$ cat src/rtl/freq_gate_counter.sv
// freq_gate_counter: counts rising edges of an asynchronous test signal over a
// programmable gate window (freq_base clocks), then holds the result on freq
// with freq_en high for max(time_del,1) clocks before the next gate.
// Optional build macro FREQ_AVG_EN: report the truncating mean of the last
// four gate results instead of the single-gate count.
module freq_gate_counter #(
  parameter int SYNC_STAGES = 2,
  parameter int CNT_W       = 32
) (
  input  logic             clk_clk,
  input  logic             reset_reset_n,
  input  logic             sig_in,
  input  logic [CNT_W-1:0] freq_base,
  input  logic [CNT_W-1:0] time_del,
  output logic [CNT_W-1:0] freq,
  output logic             freq_en,
  output logic             busy
);

  typedef enum logic [2:0] {
    IDLE  = 3'd0,
    GATE  = 3'd1,
    LOAD  = 3'd2,
    LOAD2 = 3'd3,
    DELAY = 3'd4
  } state_t;

  state_t               state;
  logic [SYNC_STAGES-1:0] sync;
  logic                 sync_d;
  logic                 edge_pulse;
  logic [CNT_W-1:0]     edge_cnt;
  logic [CNT_W-1:0]     gate_cnt;
  logic [CNT_W-1:0]     del_cnt;
  logic [CNT_W-1:0]     del_len;

`ifdef FREQ_AVG_EN
  logic [CNT_W-1:0]          gate_len;
  logic [3:0][CNT_W-1:0]     hist;
  logic [CNT_W+1:0]          sum;
  logic [2:0]                hcnt;
`endif

  assign edge_pulse = sync[SYNC_STAGES-1] & ~sync_d;

  // Metastability synchronizer followed by a one-flop edge detector.
  always_ff @(posedge clk_clk or negedge reset_reset_n) begin
    if (!reset_reset_n) begin
      sync   <= '0;
      sync_d <= 1'b0;
    end else begin
      sync   <= {sync[SYNC_STAGES-2:0], sig_in};
      sync_d <= sync[SYNC_STAGES-1];
    end
  end

  // Gate/load/delay sequencer; all outputs are registered here.
  always_ff @(posedge clk_clk or negedge reset_reset_n) begin
    if (!reset_reset_n) begin
      state    <= IDLE;
      edge_cnt <= '0;
      gate_cnt <= '0;
      del_cnt  <= '0;
      del_len  <= '0;
      freq     <= '0;
      freq_en  <= 1'b0;
      busy     <= 1'b0;
`ifdef FREQ_AVG_EN
      gate_len <= '0;
      hist     <= '0;
      sum      <= '0;
      hcnt     <= '0;
`endif
    end else begin
      case (state)
        IDLE: begin
          // parameters are sampled only here, so mid-gate changes wait a gate
          if (freq_base != '0) begin
            gate_cnt <= freq_base;
            del_len  <= time_del;
            edge_cnt <= '0;
            busy     <= 1'b1;
            state    <= GATE;
`ifdef FREQ_AVG_EN
            gate_len <= freq_base;
            // results from a different gate length are not comparable
            if (freq_base != gate_len) begin
              hist <= '0;
              sum  <= '0;
              hcnt <= '0;
            end
`endif
          end
        end
        GATE: begin
          edge_cnt <= edge_cnt + {{(CNT_W-1){1'b0}}, edge_pulse};
          if (gate_cnt == {{(CNT_W-1){1'b0}}, 1'b1}) begin
            busy  <= 1'b0;
            state <= LOAD;
          end else begin
            gate_cnt <= gate_cnt - 1'b1;
          end
        end
        LOAD: begin
          // a zero delay still spends one cycle showing the result
          del_cnt <= (del_len == '0) ? {{(CNT_W-1){1'b0}}, 1'b1} : del_len;
`ifdef FREQ_AVG_EN
          hist  <= {hist[2:0], edge_cnt};
          sum   <= sum + {2'b00, edge_cnt} - {2'b00, hist[3]};
          hcnt  <= (hcnt == 3'd4) ? 3'd4 : hcnt + 3'd1;
          state <= LOAD2;
`else
          freq    <= edge_cnt;
          freq_en <= 1'b1;
          state   <= DELAY;
`endif
        end
`ifdef FREQ_AVG_EN
        LOAD2: begin
          freq    <= sum[CNT_W+1:2];
          freq_en <= (hcnt == 3'd4);
          state   <= DELAY;
        end
`endif
        DELAY: begin
          if (del_cnt == {{(CNT_W-1){1'b0}}, 1'b1}) begin
            freq_en <= 1'b0;
            state   <= IDLE;
          end else begin
            del_cnt <= del_cnt - 1'b1;
          end
        end
        default: state <= IDLE;
      endcase
    end
  end

endmodule
$ cat config.mk
export PLATFORM = sky130hd
export DESIGN_NAME = freq_gate_counter
export DESIGN_NICKNAME = d
export VERILOG_FILES = /design/src/rtl/freq_gate_counter.sv
export SDC_FILE = /design/constraint.sdc
export NUM_CORES = 1
export LEC_CHECK = 0
export CORE_MARGIN = 2
export CORE_UTILIZATION = 54
export DETAILED_ROUTE_END_ITERATION = 10
export DONT_BUFFER_PORTS = 1
export PLACE_DENSITY = 0.69
export SKIP_LAST_GASP = 1
export SLEW_MARGIN = 20
export SYNTH_ARGS = -nofsm -noshare
export SYNTH_HDL_FRONTEND = slang
export SYNTH_SLANG_ARGS = --single-unit
$ cat constraint.sdc
create_clock -name clk_clk -period 4.3 [get_ports clk_clk]
set_input_delay 0.86 -clock clk_clk [delete_from_list [all_inputs] [get_ports clk_clk]]
set_output_delay 0.86 -clock clk_clk [all_outputs]
set_load 0.05 [all_outputs]
==> flow_summary.toml <==
[outcome]
outcome = "finished, final reports clean"

[synthesis]
yosys.area_share.simple_pct = 26.6
synthCells = 968
synth_cell_types = 63
synth_edf_count = 0
yosysWarnings = 0
synth-main-ff-cell = "dfrtp_1"
synth_xor_area_share_pct = 0
synthAdderAreaFrac_pct = 0.904
synth_area_um2 = 8300
synth-seq-cells = 168
synth-seq-area-share_pct = 50.6
syn-num-nets = 1041
muxShareOfSynthArea_pct = 0.724
synth_compound_area_share_pct = 17.7
synthArstFlopShare_pct = 100
synth_area_per_cell_um2 = 8.57
synth_top_family_by_area = "simple AND/OR/NAND/NOR gates"

[cts]
ctsHoldBuffers = 0
cts_made_buffers = 17
cts_setup_buffers = 0
cts_tree = "built"
cts_resized = 0
worstSkewPairLatency_ps = 430
clkSinkCount = 168
clock-root-buffer = "clkbuf_16"
htreeDepth = 4
cts_max_path_buffers = 2
cts.reportedPaths.clkPinSlew_ps = 70

[sta]
fin_ws_ps = 884
slew_viol_final = 0
tns_ps = 0
finalCritPeriodShare_pct = 79.5
clock.fmax_ghz = 0.293
hold_viol = 0
skew_ps = 9.51
setup-violations-final = 0
max_slew.worst_pin.slew_ps = 668
fin_crit_ps = 3420
rsz0062_at_grt = "no"
relSlewSlack_pct = 54.8

[floorplanning]
pin_count = 101
core_um2 = 15100
die_w_um = 128
die_height_um = 128
die_area_um2 = 16400
rows = 45
start_util_pct = 55.0

[placement]
dp_cells = 1118
io_buffer_count = 0
hpwl_mm = 13.6
pre_cts_ws_ps = 647
gp_congestion = 0.869

[job]
max_cap_violations = 0

[route]
first_pass_iters = 7
num_vias = 7096
finalWirelength_mm = 20.6
vias_per_cell = 6.17
wire_per_inst_um = 17.9
drc = 0
drt_first_iter_violations = 643
ant_nets = 0

[global_route]
antenna_found_initial = 0
grt_pass1_wl_mm = 34.2
grt_overflow = 0
grt_pass1_vias = 6720
grt_start_max_net_pins = 169
grtUsageTotal_pct = 26.3

[setup_path]
cp.required_ps = 4600
crit_path_max_fanout = 22
cp.arrival_ps = 3720
critical_path_class = "register to register"
cp-start-kind = "register"
cp-end-kind = "register"

[layout]
fin_cells = 1150
layout.cells.most_common = "nand2_1"
register_area_um2 = 4200
mostFrequentLayoutCells = "252 x nand2_1, 168 x dfrtp_1, 79 x nor2_1"
multi_input_area_um2 = 3830
fillers = 1337
drive_gt1_share_pct = 6.34
area_growth_pct = 9.07
diodes = 0
nets = 1022

[power]
p_per_area_nw_per_um2 = 375
leakage_uw = 0.00418
ir_worst_vdd_uv = 279

[worst_hold_path]
min_path_type = "primary input to async pin"
power by group:
| group | switching (µW) | internal (µW) |
|---|---|---|
| Sequential | 66.4 | 1630 |
| Combinational | 46.9 | 38.2 |
| Clock | 666 | 951 |
| Total | 779 | 2620 |
synthesized netlist by cell type (7+ instances only):
cell type,instances,area (µm²)
nand3_1,32,160
a31oi_1,11,68.8
or3_1,11,68.8
inv_1,15,56.3
o31ai_1,10,75.1
a21oi_1,51,255
nor3_1,19,95.1
buf_1,8,30.0
a22oi_1,11,82.6
dfrtp_1,168,4200
clkbuf_1,34,128
o22ai_1,7,43.8
nor4_1,34,213
or4_1,10,75.1
o211ai_1,15,113
o21ai_0,78,390
nand4_1,14,87.6
nand2_1,252,946
nor2_1,79,297
metal layers:
layer	wire length (µm)	GRT usage, %	up-vias	part of all wire [%]
met4	266	7.30	0	1.3
met3	1240	6.30	24	6.0
met2	9420	39.9	204	46
met1	9690	38.1	3429	47
li1	-	-	3439	-
met5	0	0	-	0
cell families after synthesis:
logic type,after synthesis
adders and majority gates,6
and+or+nand+nor,486
muxes,6
AOI/OAI and AO/OA,233
buffers and inverters,69
DFF,168
flip-flops by register name, summed over array words and instances, names as in the netlist:
register and flops:
busy 1, del_cnt 32, del_len 32, edge_cnt 32, freq 32, freq_en 1
gate_cnt 32, state 3, sync 2, sync_d 1
worst max-delay path: stages, from the launching register on:
cell and delay, ps:
dfrtp_1 390, or4_4 570, or4_1 550, or4_4 650, a21oi_4 550, inv_2 280
a22oi_1 200, o21ai_1 100
worst paths after layout:
path,start,endpoint,slack (ps),cells past startpoint
max in group asynchronous,reset_reset_n,del_len[18],3970,0
hold reg to reg,sync[0],sync[1],350,0
setup reg to reg,del_cnt[26],del_cnt[31],880,7
min in group clk_clk,sync[0],sync[1],350,0
hold / removal,reset_reset_n,del_len[24],130,0
setup / recovery,del_cnt[26],del_cnt[31],880,7
cell type report:
type | count | share of cell area, %
Sequential cell | 168 | 46.4
Multi-Input combinational cell | 731 | 42.3
Clock buffer | 19 | 5.00
Tap cell | 188 | 2.60
Clock inverter | 13 | 1.88
Timing Repair Buffer | 13 | 1.08
Inverter | 18 | 0.746
metrics by stage:
stage	hold slack (ps)	cell area [µm²]	utilization [%]	power (µW)
finish	127	9050	60.0	3400
global route	100	9050	60.0	3520
CTS	112	9050	60.0	3420
detailed placement	338	8430	55.9	1810
global placement	334	8430	55.9	1810
floorplan	331	8300	-	1780
(Power assumes the default switching activity.)
